--- config.mk ---
export PLATFORM = sky130hd
export DESIGN_NAME = q3fsm_stream_gen
export DESIGN_NICKNAME = d
export VERILOG_FILES = /design/src/rtl/q3fsm_stream_gen.sv
export SDC_FILE = /design/constraint.sdc
export NUM_CORES = 1
export LEC_CHECK = 0
export ABC_AREA = 1
export CAP_MARGIN = 20
export CORE_MARGIN = 5
export CORE_UTILIZATION = 25
export CTS_CLUSTER_DIAMETER = 60
export DETAILED_ROUTE_END_ITERATION = 7
export PLACE_DENSITY = 0.48
export SYNTH_ARGS = -nofsm -noshare
export SYNTH_HDL_FRONTEND = slang
export SYNTH_SLANG_ARGS = --single-unit
--- constraint.sdc ---
create_clock -name clk -period 1.45 [get_ports clk]
set_input_delay 0.29 -clock clk [delete_from_list [all_inputs] [get_ports clk]]
set_output_delay 0.29 -clock clk [all_outputs]
set_load 0.01 [all_outputs]
--- src/rtl/q3fsm_stream_gen.sv ---
// Transmit side of the q3fsm window protocol: one start pulse, then 3-bit
// words serialized MSB first forever, with the detector's expected z alongside.
module q3fsm_stream_gen #(
    parameter logic [2:0] FILL  = 3'b000,
    parameter int         CNT_W = 8
) (
    input  logic             clk,
    input  logic             reset,
    input  logic             in_valid,
    output logic             in_ready,
    input  logic [2:0]       in_data,
    output logic             s,
    output logic             w,
    output logic             z_expect,
    output logic             started,
    output logic [CNT_W-1:0] win_cnt,
    output logic [CNT_W-1:0] underrun_cnt
);

    typedef enum logic [1:0] {
        IDLE   = 2'd0,
        START  = 2'd1,
        STREAM = 2'd2
    } state_t;

    state_t     state;
    logic [2:0] cur;
    logic [1:0] idx;
    logic [2:0] nxt;
    logic       nxt_valid;
    logic       take;
    logic       load;
    logic       fill;
    logic [2:0] load_word;
    logic       two_ones;

    assign in_ready = !nxt_valid;
    assign take     = in_valid && !nxt_valid;
    assign load     = (state == START) || (state == STREAM && idx == 2'd2);
    assign fill     = !nxt_valid && !take;
    assign two_ones = (cur == 3'b011) || (cur == 3'b101) || (cur == 3'b110);

    // Holding register wins, then a same-cycle transfer bypasses, else FILL.
    always_comb begin
        load_word = FILL;
        if (nxt_valid)
            load_word = nxt;
        else if (take)
            load_word = in_data;
    end

    always_ff @(posedge clk) begin
        if (reset) begin
            state        <= IDLE;
            cur          <= 3'b000;
            idx          <= 2'd0;
            nxt          <= 3'b000;
            nxt_valid    <= 1'b0;
            s            <= 1'b0;
            w            <= 1'b0;
            z_expect     <= 1'b0;
            started      <= 1'b0;
            win_cnt      <= '0;
            underrun_cnt <= '0;
        end else begin
            s        <= 1'b0;
            z_expect <= 1'b0;
            if (load) begin
                cur       <= load_word;
                w         <= load_word[2];
                idx       <= 2'd0;
                nxt_valid <= 1'b0;
                if (fill && underrun_cnt != {CNT_W{1'b1}})
                    underrun_cnt <= underrun_cnt + CNT_W'(1);
            end else if (take) begin
                nxt       <= in_data;
                nxt_valid <= 1'b1;
            end
            unique case (state)
                IDLE: begin
                    w <= 1'b0;
                    if (take) begin
                        state <= START;
                        s     <= 1'b1;
                    end
                end
                START: begin
                    state   <= STREAM;
                    started <= 1'b1;
                end
                STREAM: begin
                    if (idx == 2'd2) begin
                        z_expect <= two_ones;
                        win_cnt  <= win_cnt + CNT_W'(1);
                    end else begin
                        idx <= idx + 2'd1;
                        w   <= (idx == 2'd0) ? cur[1] : cur[0];
                    end
                end
                default: state <= IDLE;
            endcase
        end
    end

endmodule

==> impl.org, run 1 <==
** Outcome
- The flow ran to the end, and the final reports show no timing, DRC or antenna violations.

** Critical path
- In this run the number of cells on the critical path is 1.
- Worst setup path endpoint :: z_expect
- The critical path is of the reg2out type.
- Launching point of the worst reg2reg path :: underrun_cnt[1]
- The critical path goes through clkdlybuf4s50_1.
- Critical path fanouts, max :: 1
- Register-to-register path setup slack :: 160 ps
- Data arrives at the worst endpoint at 1110 ps.
- Counting both buffers and inverters, the worst setup path holds a total of 1.
- Tracing the worst setup path back leads to its startpoint at z_expect.
- The cell family contributing the most delay on the critical path is buffers and inverters.
- The largest individual stage delay along the critical path comes from the cell sky130_fd_sc_hd__clkdlybuf4s50_1.
- In this design, the stage delay of the slowest critical-path cell is 520 ps.
- In this run the critical register-to-register path is captured at underrun_cnt[3].
- Required arrival time at the worst endpoint :: 1160 ps
- Number of cells traversed by the worst register-to-register path :: 7
- CP endpoint kind :: primary output
- STA classifies the critical path startpoint as a register.

** CTS
- Register clock-pin slew on the reported worst setup and hold paths :: 70 ps
- The root buffer cell chosen for the clock tree is sky130_fd_sc_hd__clkbuf_8.
- The H-tree generated during clock tree synthesis spans 2 levels.
- TritonCTS built the clock tree.
- The number of gates resized after CTS was 23.
- Buffers inserted by post-CTS timing repair :: 0
- Total clock buffers created by CTS :: 5
- Buffers inserted to repair hold after CTS numbered 0.
- Count of clock tree sinks :: 31
- Largest buffer count on any clock path :: 2
- Worst-Skew Late Latency :: 280 ps

** Drt
- Dividing the detail-routed wire length by the instance count gives 10.8 um.
- Before antenna repair, the detailed router went through 4 iterations.
- Count of antenna-violating nets left after detailed routing :: 0
- The detailed router placed 1473 vias in this run.
- Detailed-route vias per instance :: 4.36
- Detailed-routed wire length on met2 :: 1670 um
- After detailed routing, the wire length on met1 is 1740 um.
- The detailed router used layers up to and including met4.
- After the first detailed-routing iteration, the DRC count stood at 53.
- For this block, the routed nets add up to 3650 um of wire.
- Met3 routed wirelength :: 188 um
- Drt drc :: 0

** STA
- The number of hold violations in the final report was 0.
- Highest achievable clock rate :: 714 MHz
- Worst Skew :: 5.05 ps
- Setup violations remaining at the end of the flow were counted as 0.
- Hold is met by 462 ps.
- Setup repair after global routing left no endpoint under its margin.
- Final period util :: 0.966
- Measured against its own limit, the worst slew margin works out to 0.812.
- Setup slack on the critical path of the routed design comes to 49.6 ps.
- Final count of pins violating max slew :: 0
- Time the worst path needs with I/O delays and setup :: 1400 ps
- For the pin with the worst max-slew slack, the measured transition is 281 ps.

** GRT
- Initial antenna violation count :: 0
- Wire length of the first global-routing pass :: 6560 um
- Via count of the first global-routing pass :: 1468
- Pin count of the biggest net entering global routing :: 22
- Global routing finished with a remaining overflow of 0.
- GRT Util Overall :: 0.107

** Die
- Effective utilization at floorplan :: 0.257
- Die span in y :: 88.3 um
- The die covers 7800 sq um.
- In this run the standard cell core region covers 5960 sq um.
- Number of core rows :: 28
- DIE WIDTH :: 88.3 um
- I/O Pins :: 27

** Layout
- Nets :: 270
- The number of antenna diodes in the final layout is 0.
- Area delta synth->final :: 36.8%
- Share of cells above drive strength 1 :: 0.190

** Yosys
- The cell count after synthesis came out at 214.
- The Yosys step of the flow raised 0 warnings.
- Mapped Area :: 1530 sq um
- Number of nets in the synthesized netlist :: 222
- The netlist uses 22 different library cells.
- For this run, the register share of the synthesized area comes to 0.405.
- In this run the mean area of a mapped cell was 7.16 sq um.
- Post-synthesis sequential element count :: 31

** Power and ir drop
- Total Power Consumption :: 1.76 mW
- The worst-case IR drop observed on VDD is 479 uV.
- Ratio of total power to cell area :: 838 nW/um^2
- Leakage dissipation :: 1.03 nW

** Place
- The congestion estimate from routability-driven global placement came to 0.731.
- Timing analysis after detailed placement gives a worst setup slack of -80.3 ps.
- The HPWL after detailed placement is 2730 um.
- The count of buffers added on input and output ports is 26.

** Min path
- The tightest min-delay check is of the reg2reg type.

** Flow run
- The tool flagged a number of max-cap violations equal to 0.
-- Yosys cell counts, drive strengths merged --
master | n | area share
nand2 | 63 | 0.16
dfxtp | 31 | 0.40
nor2 | 30 | 0.12
inv | 25 | 0.061
a21oi | 18 | 0.059
o21ai | 14 | 0.046
nand3 | 13 | 0.046
nand4 | 4 | 0.016
xor2 | 4 | 0.023
nand3b | 3 | 0.015
nor3 | 3 | 0.017
clkbuf | 2 | 0.0049
ha | 2 | 0.016
buf | 1 | 0.0073
nor3b | 1 | 0.0082
-- stage by stage --
| stage | std cells | cell area (sq um) | util | TNS (ps) |
|---|---|---|---|---|
| 3_3_place_gp | 330 | 2000 | 0.336 | -258 |
| 5_1_grt | 338 | 2100 | 0.352 | 0 |
| 6_report | 338 | 2100 | 0.352 | 0 |
| 2_1_floorplan | 214 | 1530 | - | 0 |
| 3_5_place_dp | 330 | 2000 | 0.336 | -533 |
| 4_1_cts | 338 | 2070 | 0.347 | 0 |
-- cell families (layout without fill, tap and decap cells) --
logic type,after synthesis,in the layout,share of synthesized area
AO/OA/AOI/OAI,32,32,0.104
XOR/XNOR,4,4,0.0229
buffers and inverters,28,77,0.0735
adder cells (fa/ha/maj),2,2,0.0163
flip-flops,31,31,0.405
AND/OR/NAND/NOR,117,117,0.378
-- layer usage --
metal | GRT usage | vias up
li1 | - | 779
met1 | 0.138 | 662
met2 | 0.173 | 27
met3 | 0.0270 | 5
met4 | 0.0412 | 0
met5 | 0 | -
-- sequential cells by signal, indices dropped and copies added (netlist names) --
name	count
idx	2
nxt_valid	1
nxt	3
started	1
cur	3
z_expect	1
s	1
win_cnt	8
w	1
state	2
underrun_cnt	8
-- power by group --
| group | total, mW | internal (mW) | switching (mW) |
|---|---|---|---|
| Combinational | 0.201 | 0.0887 | 0.112 |
| Clock | 0.656 | 0.337 | 0.320 |
| Sequential | 0.899 | 0.880 | 0.0194 |
| Total | 1.76 | 1.30 | 0.452 |
-- cells in the final DEF (no fill, tap or decap), types with 2 or more instances in the layout --
cell / n
sky130_fd_sc_hd__buf_4: 18
sky130_fd_sc_hd__nand2_1: 57
sky130_fd_sc_hd__clkbuf_1: 2
sky130_fd_sc_hd__clkbuf_8: 5
sky130_fd_sc_hd__inv_1: 22
sky130_fd_sc_hd__o21ai_1: 3
sky130_fd_sc_hd__nor2_1: 24
sky130_fd_sc_hd__nor2_4: 2
sky130_fd_sc_hd__dlygate4sd2_1: 18
sky130_fd_sc_hd__nand3b_1: 3
sky130_fd_sc_hd__nand2_4: 2
sky130_fd_sc_hd__nand3_1: 12
sky130_fd_sc_hd__nand4_1: 4
sky130_fd_sc_hd__ha_1: 2
sky130_fd_sc_hd__o21ai_0: 10
sky130_fd_sc_hd__dfxtp_1: 24
sky130_fd_sc_hd__xor2_1: 4
sky130_fd_sc_hd__clkdlybuf4s50_1: 6
sky130_fd_sc_hd__dfxtp_2: 7
sky130_fd_sc_hd__nor2_8: 3
sky130_fd_sc_hd__nor3_1: 2
sky130_fd_sc_hd__dlymetal6s2s_1: 2
sky130_fd_sc_hd__nand2_2: 4
sky130_fd_sc_hd__a21oi_1: 18
sky130_fd_sc_hd__inv_2: 3
-- how the worst min path moves through the flow --
stage	to	depth (start not counted)	startpoint
floorplan	win_cnt[2]	1	reset
global placement	nxt[2]	2	nxt[2]
detailed placement	nxt[2]	2	nxt[2]
CTS	nxt[2]	2	nxt[2]
global route	nxt[2]	2	nxt[2]
finish	nxt[2]	2	nxt[2]
-- area by class of cell --
cell class | instances | area (sq um)
Sequential cell | 31 | 629
Clock inverter | 1 | 5.00
Inverter | 25 | 93.8
Timing Repair Buffer | 44 | 378
Clock buffer | 7 | 76.3
Tap cell | 75 | 93.8
Fill cell | 662 | 3860
Multi-Input combinational cell | 155 | 821
-- tightest hold or removal path: cells and delay by family, from the launching register on --
kind	cells	cell delay (ps)
flops	1	310
compound gates	1	50
simple gates	1	60
Note: power is estimated with default switching activity, not from simulation.
==> inputs of run 2 (changes only) <==
CORE_ASPECT_RATIO = 1.4   (was default)
==> impl.org, run 2 (same netlist as run 1, synthesis figures left out) <==
** Outcome
- Status: complete, no violations (unchanged).

** Power and ir drop
- Worst supply voltage drop on vdd :: 386 uV (was 479 uV)
- Switching power total :: 0.446 mW (was 0.452 mW)
- The internal power was 1.34 mW (was 1.30 mW).
- Switching Fraction :: 0.250 (was 0.257)
- Leakage dissipation :: 1.00 nW (was 1.03 nW)
- Ratio of total power to cell area :: 850 nW/um^2 (was 838 nW/um^2)
- The part of the total power dissipated in combinational logic is 0.110 (was 0.115).
- Seq pwr share :: 0.504 (was 0.512)
- Clock power share :: 0.387 (was 0.374)

** Drt
- Vias :: 1448 (was 1473)
- The number of vias per cell was 4.37 (was 4.36).
- The number of detailed-routing iterations run before antenna repair came to 4 (unchanged).
- The DRC marker count from the first detailed-route iteration was 36 (was 53).
- The sum of met2 wire segment lengths after detailed routing came to 1810 um (was 1670 um).
- The number of routed nets with antenna violations is 0 (unchanged).
- Detailed-routing wirelength on met1 :: 1610 um (was 1740 um)
- The top routing layer in use was met4 (unchanged).
- Met3 routed wirelength :: 128 um (was 188 um)
- The detailed-route wire length per cell came to 11.0 um (was 10.8 um).
- Drt drc :: 0 (unchanged)
- The total routed wirelength came to 3640 um (was 3650 um).

** Critical path
- CP top delay family :: buffers and inverters (unchanged)
- Kind of critical path :: reg2out (unchanged)
- Series of cell instances along the critical path :: clkdlybuf4s50_1 (unchanged)
- The nature of the critical path endpoint was a primary output (unchanged).
- Arrival time reported for the critical path endpoint :: 1110 ps (about the same)
- The longest individual stage delay on the worst path is 530 ps (was 520 ps).
- The critical path startpoint is s (was z_expect).
- Critical path fanouts, max :: 1 (unchanged)
- Number of cells traversed by the worst register-to-register path :: 9 (was 7)
- Worst setup path endpoint :: s (was z_expect)
- Endpoint of the most critical register-to-register path :: underrun_cnt[0] (was underrun_cnt[3])
- Required arrival time at the worst endpoint :: 1160 ps (about the same)
- Launching point of the worst reg2reg path :: underrun_cnt[0] (was underrun_cnt[1])
- Master of the slowest instance on the critical path :: sky130_fd_sc_hd__clkdlybuf4s50_1 (unchanged)
- The flop-to-flop setup slack came to 120 ps (was 160 ps).
- The number of gates on the worst path with buffers counted was 1 (unchanged).
- The buffering stage count on the worst path with inverters included was 1 (unchanged).
- Kind of start point of the critical path :: register (unchanged)

** STA
- Final count of pins violating max slew :: 0 (unchanged)
- Highest achievable clock rate :: 713 MHz (was 714 MHz)
- Final period util :: 0.968 (was 0.966)
- The setup skew after layout was 7.53 ps (was 5.05 ps).
- Worst-case hold slack :: 464 ps (was 462 ps)
- Fin. Hold Viols :: 0 (unchanged)
- The final setup violation count is 0 (unchanged).
- The relative max-transition margin came to 0.806 (was 0.812).
- Time the worst path needs with I/O delays and setup :: 1400 ps (about the same)
- Transition time at the pin with the least slew margin :: 290 ps (was 281 ps)
- Unrepaired setup endpoints after global routing: no (unchanged).

** GRT
- The wire length of the first global-routing pass was 6330 um (was 6560 um).
- The overall global routing resource usage is 0.101 (was 0.107).
- The via count of the first global-routing pass came to 1388 (was 1468).
- Pin count of the biggest net entering global routing :: 22 (unchanged)
- Congestion Overflow GR :: 0 (unchanged)
- The initial antenna violation count came to 0 (unchanged).

** Layout
- Leading cell types in the layout, fill and taps excluded: sky130_fd_sc_hd__nand2_1 (57), sky130_fd_sc_hd__dfxtp_1 (27), sky130_fd_sc_hd__nor2_1 (23) (was sky130_fd_sc_hd__nand2_1 (57), sky130_fd_sc_hd__nor2_1 (24), sky130_fd_sc_hd__dfxtp_1 (24)).
- Largest registers: underrun_cnt x8, win_cnt x8 (unchanged).
- The relative area change from synthesis to final layout was 36.7% (was 36.8%).
- Nets :: 269 (was 270)
- The number of antenna repair diodes came to 0 (unchanged).
- Filler cell count :: 657 (was 662)
- The leading cell type in the layout, fill and taps excluded is sky130_fd_sc_hd__nand2_1 (unchanged).
- Total area of sequential cells :: 626 sq um (was 629 sq um)
- Final standard cell count with taps included and fillers excluded :: 331 (was 338)
- The footprint of the multi-input gates came to 822 sq um (was 821 sq um).
- Share of cells above drive strength 1 :: 0.180 (was 0.190)

** CTS
- The clock tree root buffer cell is sky130_fd_sc_hd__clkbuf_8 (unchanged).
- Worst-Skew Late Latency :: 280 ps (about the same)
- Number of levels the H-tree was split into :: 2 (unchanged)
- The number of CTS-inserted buffers was 5 (unchanged).
- TritonCTS clock tree :: built (unchanged)
- The hold buffer count at CTS was 0 (unchanged).
- The buffer depth of the longest clock path was 2 (unchanged).
- The clock net sink count was 31 (unchanged).
- The clock-pin slew of the registers on the worst-case setup and hold paths was 60 ps (was 70 ps).

** Die
- The overall die height was 103 um (was 88.3 um).
- The overall die area came to 7820 sq um (was 7800 sq um).
- The I/O pin count came to 27 (unchanged).
- The overall die width is 76.2 um (was 88.3 um).
- The count of standard-cell rows was 33 (was 28).
- The effective utilization at floorplan came to 0.260 (was 0.257).
- Core region area :: 5900 sq um (was 5960 sq um)

** Place
- Placer Congestion :: 0.763 (was 0.731)
- Buffers on Ports :: 26 (unchanged)
- Post-detailed-placement half-perimeter wirelength :: 2740 um (was 2730 um)
- Dpl cells :: 324 (was 330)

** Min path
- The class of the tightest hold or removal check is reg2reg (unchanged).
- The count of cells along the worst hold path was 2 (unchanged).

** Flow run
- Maximum capacitance violations :: 0 (unchanged)
[run 2: how the worst min path moves through the flow]
stage               startpoint    endpoint  slack [ps]
global route            nxt[2]      nxt[2]         500
CTS                     nxt[2]      nxt[2]         470
floorplan                reset  win_cnt[2]         360
detailed placement      nxt[2]      nxt[2]         460
global placement        nxt[2]      nxt[2]         450
finish                  nxt[2]      nxt[2]         460
[run 2: cell type report]
type                    instances  share of cell area
clock buffers                   6              0.0394
multi-input cells             155               0.392
repair buffers                 43               0.181
flip-flops and latches         31               0.299
well taps                      70              0.0418
clock inverters                 1             0.00239
inverters                      25              0.0448
[run 2: power by group through the flow]
stage                     Combinational (mW)  Clock [mW]  Sequential (mW)
final                                  0.196       0.689            0.897
after global routing                   0.221       0.762            0.901
after CTS                              0.195       0.729            0.897
after detailed placement               0.199           0            0.916
after global placement                 0.199           0            0.917
after floorplan                        0.110           0            0.918
[run 2: routing by layer]
layer / GRT usage / vias to the layer above
met5: 0 / -
met4: 0.0565 / 0
met3: 0.0315 / 5
met2: 0.173 / 19
met1: 0.110 / 649
li1: - / 775
[run 2: through the flow]
step                      power (mW)  utilization  setup slack (ps)  instance area [sq um]  setup TNS, ps
after floorplan                 1.03            -              73.2                   1530              0
after global placement          1.12        0.339             -96.9                   2000           -589
after detailed placement        1.12        0.339              -128                   2000           -871
after CTS                       1.82        0.351              11.7                   2070              0
after global routing            1.88        0.355              8.90                   2100              0
final                           1.78        0.355              46.8                   2100              0
[run 2: what timing repair did]
item	4_1_cts	5_1_grt
setup buffers	0	0
pin swaps	0	2
gates resized for setup	23	7
setup endpoints to repair	19	8
==> inputs of run 3 (changes only) <==
ABC_CLOCK_PERIOD_IN_PS = 1450   (was default)
==> results of run 3 <==
The final DEF is identical to that of run 2; final timing and power are the same.
